<file path="src/rtl/jk_ctrl_pkg.sv">
// Shared definitions for the JK bank arbiter slice.
//   - JK op encodings {j,k}: hold / reset / set / toggle
//   - FSM state encoding for the arbiter/apply controller
//   - jk_next(): next-state function of a single JK flip-flop
package jk_ctrl_pkg;

  localparam logic [1:0] OP_HOLD   = 2'b00;
  localparam logic [1:0] OP_RESET  = 2'b01;
  localparam logic [1:0] OP_SET    = 2'b10;
  localparam logic [1:0] OP_TOGGLE = 2'b11;

  typedef enum logic {
    ST_IDLE  = 1'b0,
    ST_APPLY = 1'b1
  } state_t;

  function automatic logic jk_next(input logic q, input logic j, input logic k);
    logic nq;
    case ({j, k})
      OP_HOLD:   nq = q;
      OP_RESET:  nq = 1'b0;
      OP_SET:    nq = 1'b1;
      OP_TOGGLE: nq = ~q;
      default:   nq = q;
    endcase
    return nq;
  endfunction

endpackage

</file>
<file path="src/rtl/jk_bank_arbiter_if.sv">
// Requester-side bus of the JK bank arbiter.
//   req_valid [N_REQ]        per-requester request valid
//   req_op    [2*N_REQ]      per-requester {j,k} op, requester i at [2i+1:2i]
//   req_mask  [WIDTH*N_REQ]  per-requester bit mask, requester i at [WIDTH*i +: WIDTH]
//   req_ready [N_REQ]        one-hot accept, handshake completes on valid & ready
//   q         [WIDTH]        JK bank state
//   busy                     high while the controller is applying an op
//   done                     one-cycle pulse in the cycle after an op is applied
//   grant_id  [ID_W]         index of the last/current granted requester
// master: requester side, slave: arbiter side.
interface jk_bank_arbiter_if #(
  parameter int N_REQ = 4,
  parameter int WIDTH = 8
);
  localparam int ID_W = (N_REQ > 1) ? $clog2(N_REQ) : 1;

  logic [N_REQ-1:0]       req_valid;
  logic [2*N_REQ-1:0]     req_op;
  logic [WIDTH*N_REQ-1:0] req_mask;
  logic [N_REQ-1:0]       req_ready;
  logic [WIDTH-1:0]       q;
  logic                   busy;
  logic                   done;
  logic [ID_W-1:0]        grant_id;

  modport master (
    output req_valid, req_op, req_mask,
    input  req_ready, q, busy, done, grant_id
  );

  modport slave (
    input  req_valid, req_op, req_mask,
    output req_ready, q, busy, done, grant_id
  );

endinterface

</file>
<file path="src/rtl/jk_bit_cell.sv">
// One JK flip-flop of the bank.
//   clk  rising-edge clock
//   rst  synchronous active-low reset, clears q
//   j,k  JK inputs ({j,k} = 00 hold, 01 reset, 10 set, 11 toggle)
//   q    stored bit
module jk_bit_cell
  import jk_ctrl_pkg::*;
(
  input  logic clk,
  input  logic rst,
  input  logic j,
  input  logic k,
  output logic q
);

  always_ff @(posedge clk) begin
    if (!rst) q <= 1'b0;
    else      q <= jk_next(q, j, k);
  end

endmodule

</file>
<file path="src/rtl/jk_bank_arbiter.sv">
// Round-robin arbiter sharing a WIDTH-bit JK flip-flop bank among N_REQ
// requesters. A request seen in IDLE is latched (op, mask, index) and
// applied to the masked bits during the following APPLY cycle; one op
// completes every two cycles.
//   clk  rising-edge clock
//   rst  synchronous active-low reset (any state, pending op discarded)
//   bus  jk_bank_arbiter_if.slave: req_valid/req_op/req_mask in,
//        req_ready/q/busy/done/grant_id out
module jk_bank_arbiter
  import jk_ctrl_pkg::*;
#(
  parameter int N_REQ = 4,
  parameter int WIDTH = 8
) (
  input  logic               clk,
  input  logic               rst,
  jk_bank_arbiter_if.slave   bus
);

  localparam int ID_W = (N_REQ > 1) ? $clog2(N_REQ) : 1;

  state_t            state_q, state_d;
  logic [1:0]        op_q, op_d;
  logic [WIDTH-1:0]  mask_q, mask_d;
  logic [ID_W-1:0]   grant_q, grant_d;
  logic [ID_W-1:0]   rr_q, rr_d;
  logic [N_REQ-1:0]  ready_q, ready_d;
  logic              done_q, done_d;

  logic              win_found;
  logic [ID_W-1:0]   win_id;

  logic [WIDTH-1:0]  j_vec, k_vec, q_vec;
  logic              apply;

  function automatic logic [ID_W-1:0] next_id(input logic [ID_W-1:0] id);
    if (id == ID_W'(N_REQ - 1)) return '0;
    else                        return id + 1'b1;
  endfunction

  // Round-robin search: first valid requester at or after rr_q, wrapping.
  always_comb begin
    int idx;
    idx       = 0;
    win_found = 1'b0;
    win_id    = rr_q;
    for (int i = 0; i < N_REQ; i++) begin
      idx = int'(rr_q) + i;
      if (idx >= N_REQ) idx = idx - N_REQ;
      if (!win_found && bus.req_valid[idx]) begin
        win_found = 1'b1;
        win_id    = ID_W'(idx);
      end
    end
  end

  // Next-state / output logic. req_ready and done are produced here and
  // registered below, so they never depend combinationally on req_valid.
  always_comb begin
    state_d = state_q;
    op_d    = op_q;
    mask_d  = mask_q;
    grant_d = grant_q;
    rr_d    = rr_q;
    ready_d = '0;
    done_d  = 1'b0;
    case (state_q)
      ST_IDLE: begin
        if (win_found) begin
          state_d = ST_APPLY;
          op_d    = bus.req_op[2*win_id +: 2];
          mask_d  = bus.req_mask[WIDTH*win_id +: WIDTH];
          grant_d = win_id;
          for (int i = 0; i < N_REQ; i++) ready_d[i] = (ID_W'(i) == win_id);
        end
      end
      ST_APPLY: begin
        // The latched op is applied at the end of this cycle regardless of
        // what the requester does with valid meanwhile.
        state_d = ST_IDLE;
        done_d  = 1'b1;
        rr_d    = next_id(grant_q);
      end
      default: state_d = ST_IDLE;
    endcase
  end

  // Control registers.
  always_ff @(posedge clk) begin
    if (!rst) begin
      state_q <= ST_IDLE;
      grant_q <= '0;
      rr_q    <= '0;
      ready_q <= '0;
      done_q  <= 1'b0;
    end else begin
      state_q <= state_d;
      grant_q <= grant_d;
      rr_q    <= rr_d;
      ready_q <= ready_d;
      done_q  <= done_d;
    end
  end

  // Payload latch: only consumed in APPLY, which reset always leaves.
  always_ff @(posedge clk) begin
    op_q   <= op_d;
    mask_q <= mask_d;
  end

  // Op/mask fan-out: unmasked bits (and every bit outside APPLY) hold.
  assign apply = (state_q == ST_APPLY);
  assign j_vec = {WIDTH{apply & op_q[1]}} & mask_q;
  assign k_vec = {WIDTH{apply & op_q[0]}} & mask_q;

  for (genvar b = 0; b < WIDTH; b++) begin : g_bank
    jk_bit_cell u_bit (
      .clk (clk),
      .rst (rst),
      .j   (j_vec[b]),
      .k   (k_vec[b]),
      .q   (q_vec[b])
    );
  end

  assign bus.req_ready = ready_q;
  assign bus.q         = q_vec;
  assign bus.busy      = apply;
  assign bus.done      = done_q;
  assign bus.grant_id  = grant_q;

endmodule
</file>
<file path="src/flat_wrapper.sv">
// flat-port wrapper written by rule: the top's interface ports become plain ports
module jk_bank_arbiter_flat import jk_ctrl_pkg::*;
#(
  parameter int N_REQ = 4,
  parameter int WIDTH = 8
)
  (clk, rst, bus_req_valid, bus_req_op, bus_req_mask, bus_req_ready, bus_q, bus_busy, bus_done, bus_grant_id);
  jk_bank_arbiter_if #(.N_REQ(N_REQ), .WIDTH(WIDTH)) bus_i ();
  input  logic clk;
  input  logic rst;
  input wire logic [$bits(bus_i.req_valid)-1:0] bus_req_valid;
  input wire logic [$bits(bus_i.req_op)-1:0] bus_req_op;
  input wire logic [$bits(bus_i.req_mask)-1:0] bus_req_mask;
  output wire logic [$bits(bus_i.req_ready)-1:0] bus_req_ready;
  output wire logic [$bits(bus_i.q)-1:0] bus_q;
  output wire logic [$bits(bus_i.busy)-1:0] bus_busy;
  output wire logic [$bits(bus_i.done)-1:0] bus_done;
  output wire logic [$bits(bus_i.grant_id)-1:0] bus_grant_id;
  assign bus_i.req_valid = bus_req_valid;
  assign bus_i.req_op = bus_req_op;
  assign bus_i.req_mask = bus_req_mask;
  assign bus_req_ready = bus_i.req_ready;
  assign bus_q = bus_i.q;
  assign bus_busy = bus_i.busy;
  assign bus_done = bus_i.done;
  assign bus_grant_id = bus_i.grant_id;
  jk_bank_arbiter #(.N_REQ(N_REQ), .WIDTH(WIDTH)) u_core (.clk(clk), .rst(rst), .bus(bus_i));
endmodule
</file>
<file path="config.mk">
export PLATFORM = sky130hd
export DESIGN_NAME = jk_bank_arbiter_flat
export DESIGN_NICKNAME = d
export VERILOG_FILES = /design/src/rtl/jk_ctrl_pkg.sv /design/src/rtl/jk_bank_arbiter_if.sv /design/src/rtl/jk_bit_cell.sv /design/src/rtl/jk_bank_arbiter.sv /design/src/flat_wrapper.sv
export SDC_FILE = /design/constraint.sdc
export NUM_CORES = 1
export LEC_CHECK = 0
export CELL_PAD_IN_SITES_DETAIL_PLACEMENT = 1
export CELL_PAD_IN_SITES_GLOBAL_PLACEMENT = 1
export CORE_UTILIZATION = 30
export DETAILED_ROUTE_END_ITERATION = 8
export PLACE_DENSITY = 0.87
export SLEW_MARGIN = 20
export SYNTH_ARGS = -nofsm -noshare
export SYNTH_HDL_FRONTEND = slang
export SYNTH_SLANG_ARGS = --single-unit
</file>
<file path="constraint.sdc">
create_clock -name clk -period 3.5 [get_ports clk]
set_input_delay 0.7 -clock clk [delete_from_list [all_inputs] [get_ports clk]]
set_output_delay 0.7 -clock clk [all_outputs]
set_load 0.005 [all_outputs]
</file>
Yosys cells after proc, flatten, opt, wreduce, memory -nomap -nowiden
Cells that the tools add are included.
{ "totals": {"mem_bits_rw": 0, "memories": 0, "wordCells": 129, "input_bits": 46, "rom_bits": 0, "regBits": 28, "latchBits": 0, "output_inout_bits": 16} }
{ "classes": {"muxes": 36, "n_eq_ne": 28, "add_sub_neg": 8, "div_mod_pow": 0, "order_cmp": 8, "multipliers": 0, "n_reduce_logical": 17, "n_shift": 2, "bitwise_logic": 15} }
{ "op_table": {"columns": ["op", "n"], "rows": [
  ["32-bit by 4-bit less-than comparator with 1-bit output (second input constant)", 4],
  ["32-bit two-way mux", 4],
  ["32-bit by 4-bit >= comparator with 1-bit output (second input constant)", 3],
  ["32-bit by 4-bit subtractor with 32-bit output (second input constant)", 3],
  ["2-bit == test (second input constant)", 17],
  ["32-bit by 6-bit indexed part select with 8-bit output", 1],
  ["1-bit one-hot mux with 3 select lines", 8],
  ["2-bit logical NOT", 9],
  ["8-bit AND", 2],
  ["2-bit by 1-bit == test with 1-bit output (second input constant)", 8],
  ["1-bit two-way mux", 14],
  ["1-bit NOT", 11],
  ["2-bit two-way mux", 5],
  ["1-bit binary-select mux with 2-bit select", 4],
  ["8-bit by 4-bit indexed part select with 2-bit output", 1],
  ["2-bit by 2-bit adder with 3-bit output (second input constant)", 2],
  ["2-bit == test (first input constant)", 2],
  ["2-bit by 3-bit subtractor with 4-bit output (second input constant)", 1],
  ["2-bit by 1-bit adder with 3-bit output (second input constant)", 1],
  ["2-bit by 3-bit >= comparator with 1-bit output (second input constant)", 1],
  ["1-bit logical AND", 3],
  ["1-bit logical NOT", 3],
  ["3-bit OR reduction", 1],
  ["2-bit by 1-bit adder with 2-bit output (second input constant)", 1],
  ["4 further kinds", 5]
]} }

Depth between registers and ports, before layout
{ "logic_depth": {"ltp_word": 17, "mapped_depth": 6} }

Hierarchy
Synthesis repeated with hierarchy kept, for this count alone.
{ "unflattened": {"hier_cells": 128, "hier_area_um2": 1458.9} }
{ "by_module_without_submodules": {"columns": ["mod", "n_inst", "area_each_um2", "cells_per_inst", "seq_area_each_um2"], "rows": [
  ["jk_bank_arbiter", 1, 1188.6, 104, 500.5],
  ["jk_bit_cell", 8, 33.8, 3, 20.0]
]} }

Least setup slack after synthesis
OpenSTA, ideal clock, no wires.
{ "synth_path": {"path_type": "in2reg", "from": "in bus_req_valid[1]", "to": "reg u_core.mask_q[2] (data pin)", "slack_ns": 1.575, "path_stages": 5, "setup_time_ns": 0.264, "required_time_ns": 3.236, "t_arrival_ns": 1.661, "cell_sequence": "or3_4 > o311ai_4 > buf_6 > mux2i_1 > mux2i_1"} }
{ "synth_between": {"elab_chain_len": 14, "elab_cells_between_ends": 26} }
{ "synth_lines": {"columns": ["item", "line_no", "rtl"], "rows": [
  ["from (decl)", "flat_wrapper.sv:11", "input wire logic [$bits(bus_i.req_valid)-1:0] bus_req_valid;"],
  ["1-bit binary-select mux with 2-bit select", "jk_bank_arbiter.sv:50", "if (!win_found && bus.req_valid[idx]) begin"],
  ["1-bit two-way mux (not written as such) (2 in a row)", "jk_bank_arbiter.sv:50", null],
  ["1-bit two-way mux", "jk_bank_arbiter.sv:50", null],
  ["1-bit logical NOT", "jk_bank_arbiter.sv:50", null],
  ["1-bit logical AND", "jk_bank_arbiter.sv:50", null],
  ["1-bit two-way mux", "jk_bank_arbiter.sv:50", null],
  ["1-bit logical NOT", "jk_bank_arbiter.sv:50", null],
  ["1-bit logical AND", "jk_bank_arbiter.sv:50", null],
  ["1-bit two-way mux", "jk_bank_arbiter.sv:50", null],
  ["1-bit logical NOT", "jk_bank_arbiter.sv:50", null],
  ["1-bit logical AND", "jk_bank_arbiter.sv:50", null],
  ["2-bit two-way mux *", "jk_bank_arbiter.sv:50", null],
  ["32-bit by 6-bit indexed part select with 8-bit output *", "jk_bank_arbiter.sv:72", "mask_d = bus.req_mask[WIDTH*win_id +: WIDTH];"],
  ["to (signal assigned)", "jk_bank_arbiter.sv:108", "mask_q <= mask_d;"],
  ["to (decl)", "jk_bank_arbiter.sv:24", "logic [WIDTH-1:0] mask_q, mask_d;"]
]} }
Every way passes the cells marked *; elsewhere a longest branch is shown, timed or not. The select of a mux whose other input is x is not followed.
A chain may end at the register's enable or synchronous reset.

Worst setup path after layout
{ "layout_path": {"from": "in bus_req_valid[3]", "to": "reg u_core.mask_q[7] (data pin)"} }
The elaborated chain is that of the path after synthesis.

==> impl_metrics.env <==
export IMPL_cp_end_kind="register"
export IMPL_synth_area_leaders="dfxtp_1 (24%), mux2i_1 (23%), edfxtp_1 (20%), nand3_1 (4.7%), buf_4 (4.0%)"
export IMPL_finalSetupViolCount=0
export IMPL_die_h_um=72.8
export IMPL_required_ns=3.52
export IMPL_synth_top_area_share_pct=23.9
export IMPL_post_synth_num_cell_types=26
export IMPL_leakagePower_uw=0.000817
export IMPL_clk_path_buf_depth=2
export IMPL_fp_dieW_um=72.8
export IMPL_cts_resized=0
export IMPL_post_cts_buffers=0
export IMPL_synth_seq_area_share_pct=43.9
export IMPL_pwr_share_seq_pct=46.8
export IMPL_hold_viol=0
export IMPL_p_comb_share_pct=24.0
export IMPL_slew_viol_final=0
export IMPL_grt_pass1_vias=1262
export IMPL_ir_drop_v=0.000164
export IMPL_cts_made_buffers=3
export IMPL_antenna_found_initial=0
export IMPL_wl_per_cell_um=13.6
export IMPL_maxCapViolations=0
export IMPL_grtUsageTotal_pct=14.7
export IMPL_switchingPower_uw=225
export IMPL_nFillCells=552
export IMPL_final_util_pct=45.5
export IMPL_switching_share_pct=25.3
export IMPL_drive_gt1_share_pct=4.50
export IMPL_grt_pass1_wl_mm=5.91
export IMPL_crit_chain="clkdlybuf4s50_1, a21oi_1, o311ai_4, buf_4, mux2i_1, mux2i_1"
export IMPL_yosysWarnings=0
export IMPL_vias_per_cell=4.59
export IMPL_grt_overflow_total=0
export IMPL_syn_inst=149
export IMPL_crit_slowest_cell="o311ai_4"
export IMPL_clock_sinks=28
export IMPL_skew_ns=0.00588
export IMPL_yosysTopAreaCell="dfxtp_1"
export IMPL_power_density_nw_per_um2=408
export IMPL_period_share_pct=78.7
export IMPL_hpwl_mm=2.80
export IMPL_ant_nets=0
export IMPL_place_ws_ns=0.458
export IMPL_internal_power_uw=664
export IMPL_yosys_register_bits=28
export IMPL_maxSlewHeadroom_pct=42.8
export IMPL_portBuffers=61
export IMPL_cpMostUsedCell="mux2i_1"
export IMPL_crit_type="in -> reg"
export IMPL_register_area_um2=661
export IMPL_critPathMaxFanout=14
export IMPL_drt_iter0_drc=12
export IMPL_p_clk_share_pct=29.2
export IMPL_die_area_um2=5300
export IMPL_place_area_um2=2110
export IMPL_status="finished clean"
export IMPL_cts_hold_buf=0
export IMPL_detail_route_first_pass_iterations=4
export IMPL_initial_utilization_pct=31.5
export IMPL_drc_errors=0
export IMPL_cts_tree="done"
export IMPL_placementRows=25
export IMPL_period_needed_ns=2.76
export IMPL_io_pins=62
export IMPL_clkTransAtPathRegs_ns=0.10
export IMPL_multi_input_comb_area_um2=727
export IMPL_fin_setup_tns_ns=0
export IMPL_cp_arrival_ns=2.78
export IMPL_tightest_slew_ns=0.855
export IMPL_fin_area_um2=2180
export IMPL_syn_avg_cell_area_um2=10.1
export IMPL_clock_fmax_mhz=363
export IMPL_grt_max_degree=22
export IMPL_wl_mm=3.62
export IMPL_cts_root_buf="clkbuf_8"
export IMPL_async_flop_share_pct=0
export IMPL_yosys_top_cells_count="mux2i_1 (34), dfxtp_1 (18), nand3_1 (14), edfxtp_1 (10)"
export IMPL_syn2layout_area_growth_pct=44.8
export IMPL_antenna_cells=0
export IMPL_synth_edff_count=10
export IMPL_htree_levels=1
export IMPL_grt_setup_unrepaired="false"
export IMPL_synth_most_common_cell="mux2i_1"
export IMPL_hold_class="reg -> reg"
export IMPL_layout_nets=248
export IMPL_core_um2=4790
export IMPL_clk_latency_ns=0.28
export IMPL_synth_nets=196
export IMPL_startpoint_type="primary input"
export IMPL_fin_ws_ns=0.745
export IMPL_vias=1225
export IMPL_ys_flop_type="dfxtp_1"
export IMPL_slowest_delay_ns=0.72
export IMPL_syn_cell_area_um2=1510
export IMPL_gp_congestion=0.715
==> power groups by stage <==
stage               clock network [uW]  registers, uW  logic (uW)
CTS                                266            417         217
floorplan                            0            403         139
global placement                     0            422         207
global route                       276            422         234
detailed placement                   0            424         216
finish                             259            416         213
==> critical path, delay by kind of cell <==
| kind | cells | cell delay, ns |
|---|---|---|
| mux | 2 | 0.32 |
| buf+inv | 2 | 0.92 |
| compound gates | 2 | 0.83 |
==> registers in the layout, indices dropped and copies added (netlist names) <==
| register | cells |
|---|---|
| u_core.bus.busy | 1 |
| u_core.bus.done | 1 |
| u_core.bus.grant_id | 2 |
| u_core.bus.req_ready | 4 |
| u_core.g_bank.u_bit.q | 8 |
| u_core.mask_q | 8 |
| u_core.op_q | 2 |
| u_core.rr_q | 2 |
==> per-stage QoR <==
stage                     power [uW]  instances  hold WS (ns)
after CTS                        900        267         0.560
final                            889        267         0.560
after global placement           630        263         0.509
after global routing             932        267         0.585
after floorplan                  542        149         0.474
after detailed placement         640        263         0.525
==> final cells by class <==
class / instances / area share [%]
Sequential cell: 28 / 30.3
Clock inverter: 1 / 1.38
Multi-Input combinational cell: 102 / 33.4
Tap cell: 67 / 3.85
Clock buffer: 3 / 1.89
Inverter: 3 / 0.517
Timing Repair Buffer: 63 / 28.7
==> cells by family after synthesis <==
family,after synthesis,synth area share [%]
buffers and inverters,19,7.81
adder cells (fa/ha/maj),1,0.831
flip-flops,28,43.9
AND/OR/NAND/NOR,51,17.5
AO/OA/AOI/OAI,16,7.40
multiplexers,34,22.6
==> layer usage <==
layer	track usage (%)	part of all wire, %
met1	17.9	42
met2	26.1	52
met3	2.21	4.7
met4	5.88	1.6
met5	0	0
==> path summary, 6_finish.rpt <==
path / from / to / slack [ns] / cells past startpoint
setup reg to reg: u_core.rr_q[1]$_SDFFE_PN0P_ / u_core.mask_q[7]$_DFFE_PP_ / 1.26 / 6
hold reg to reg: u_core.rr_q[0]$_SDFFE_PN0P_ / u_core.rr_q[0]$_SDFFE_PN0P_ / 0.56 / 2
hold / removal: u_core.rr_q[0]$_SDFFE_PN0P_ / u_core.rr_q[0]$_SDFFE_PN0P_ / 0.56 / 2
setup / recovery: bus_req_valid[3] / u_core.mask_q[7]$_DFFE_PP_ / 0.74 / 6
==> layout by cell type (no fill, tap or decap) <==
master,instances
inv_2,1
a21oi_1,2
o21ai_0,1
nand2b_1,1
nand3_1,14
nor2b_1,7
dfxtp_1,18
edfxtp_1,10
o21ai_1,9
a31oi_1,1
inv_1,2
and2_1,9
ha_1,1
or3_4,1
mux2i_1,34
clkbuf_8,3
a2bb2oi_1,1
buf_4,2
nor2_1,8
bufinv_16,1
o311ai_4,1
nand4_1,1
nor3_1,1
clkdlybuf4s50_1,61
nand2_1,9
o211a_1,1
Note: power is estimated with default switching activity, not from simulation.
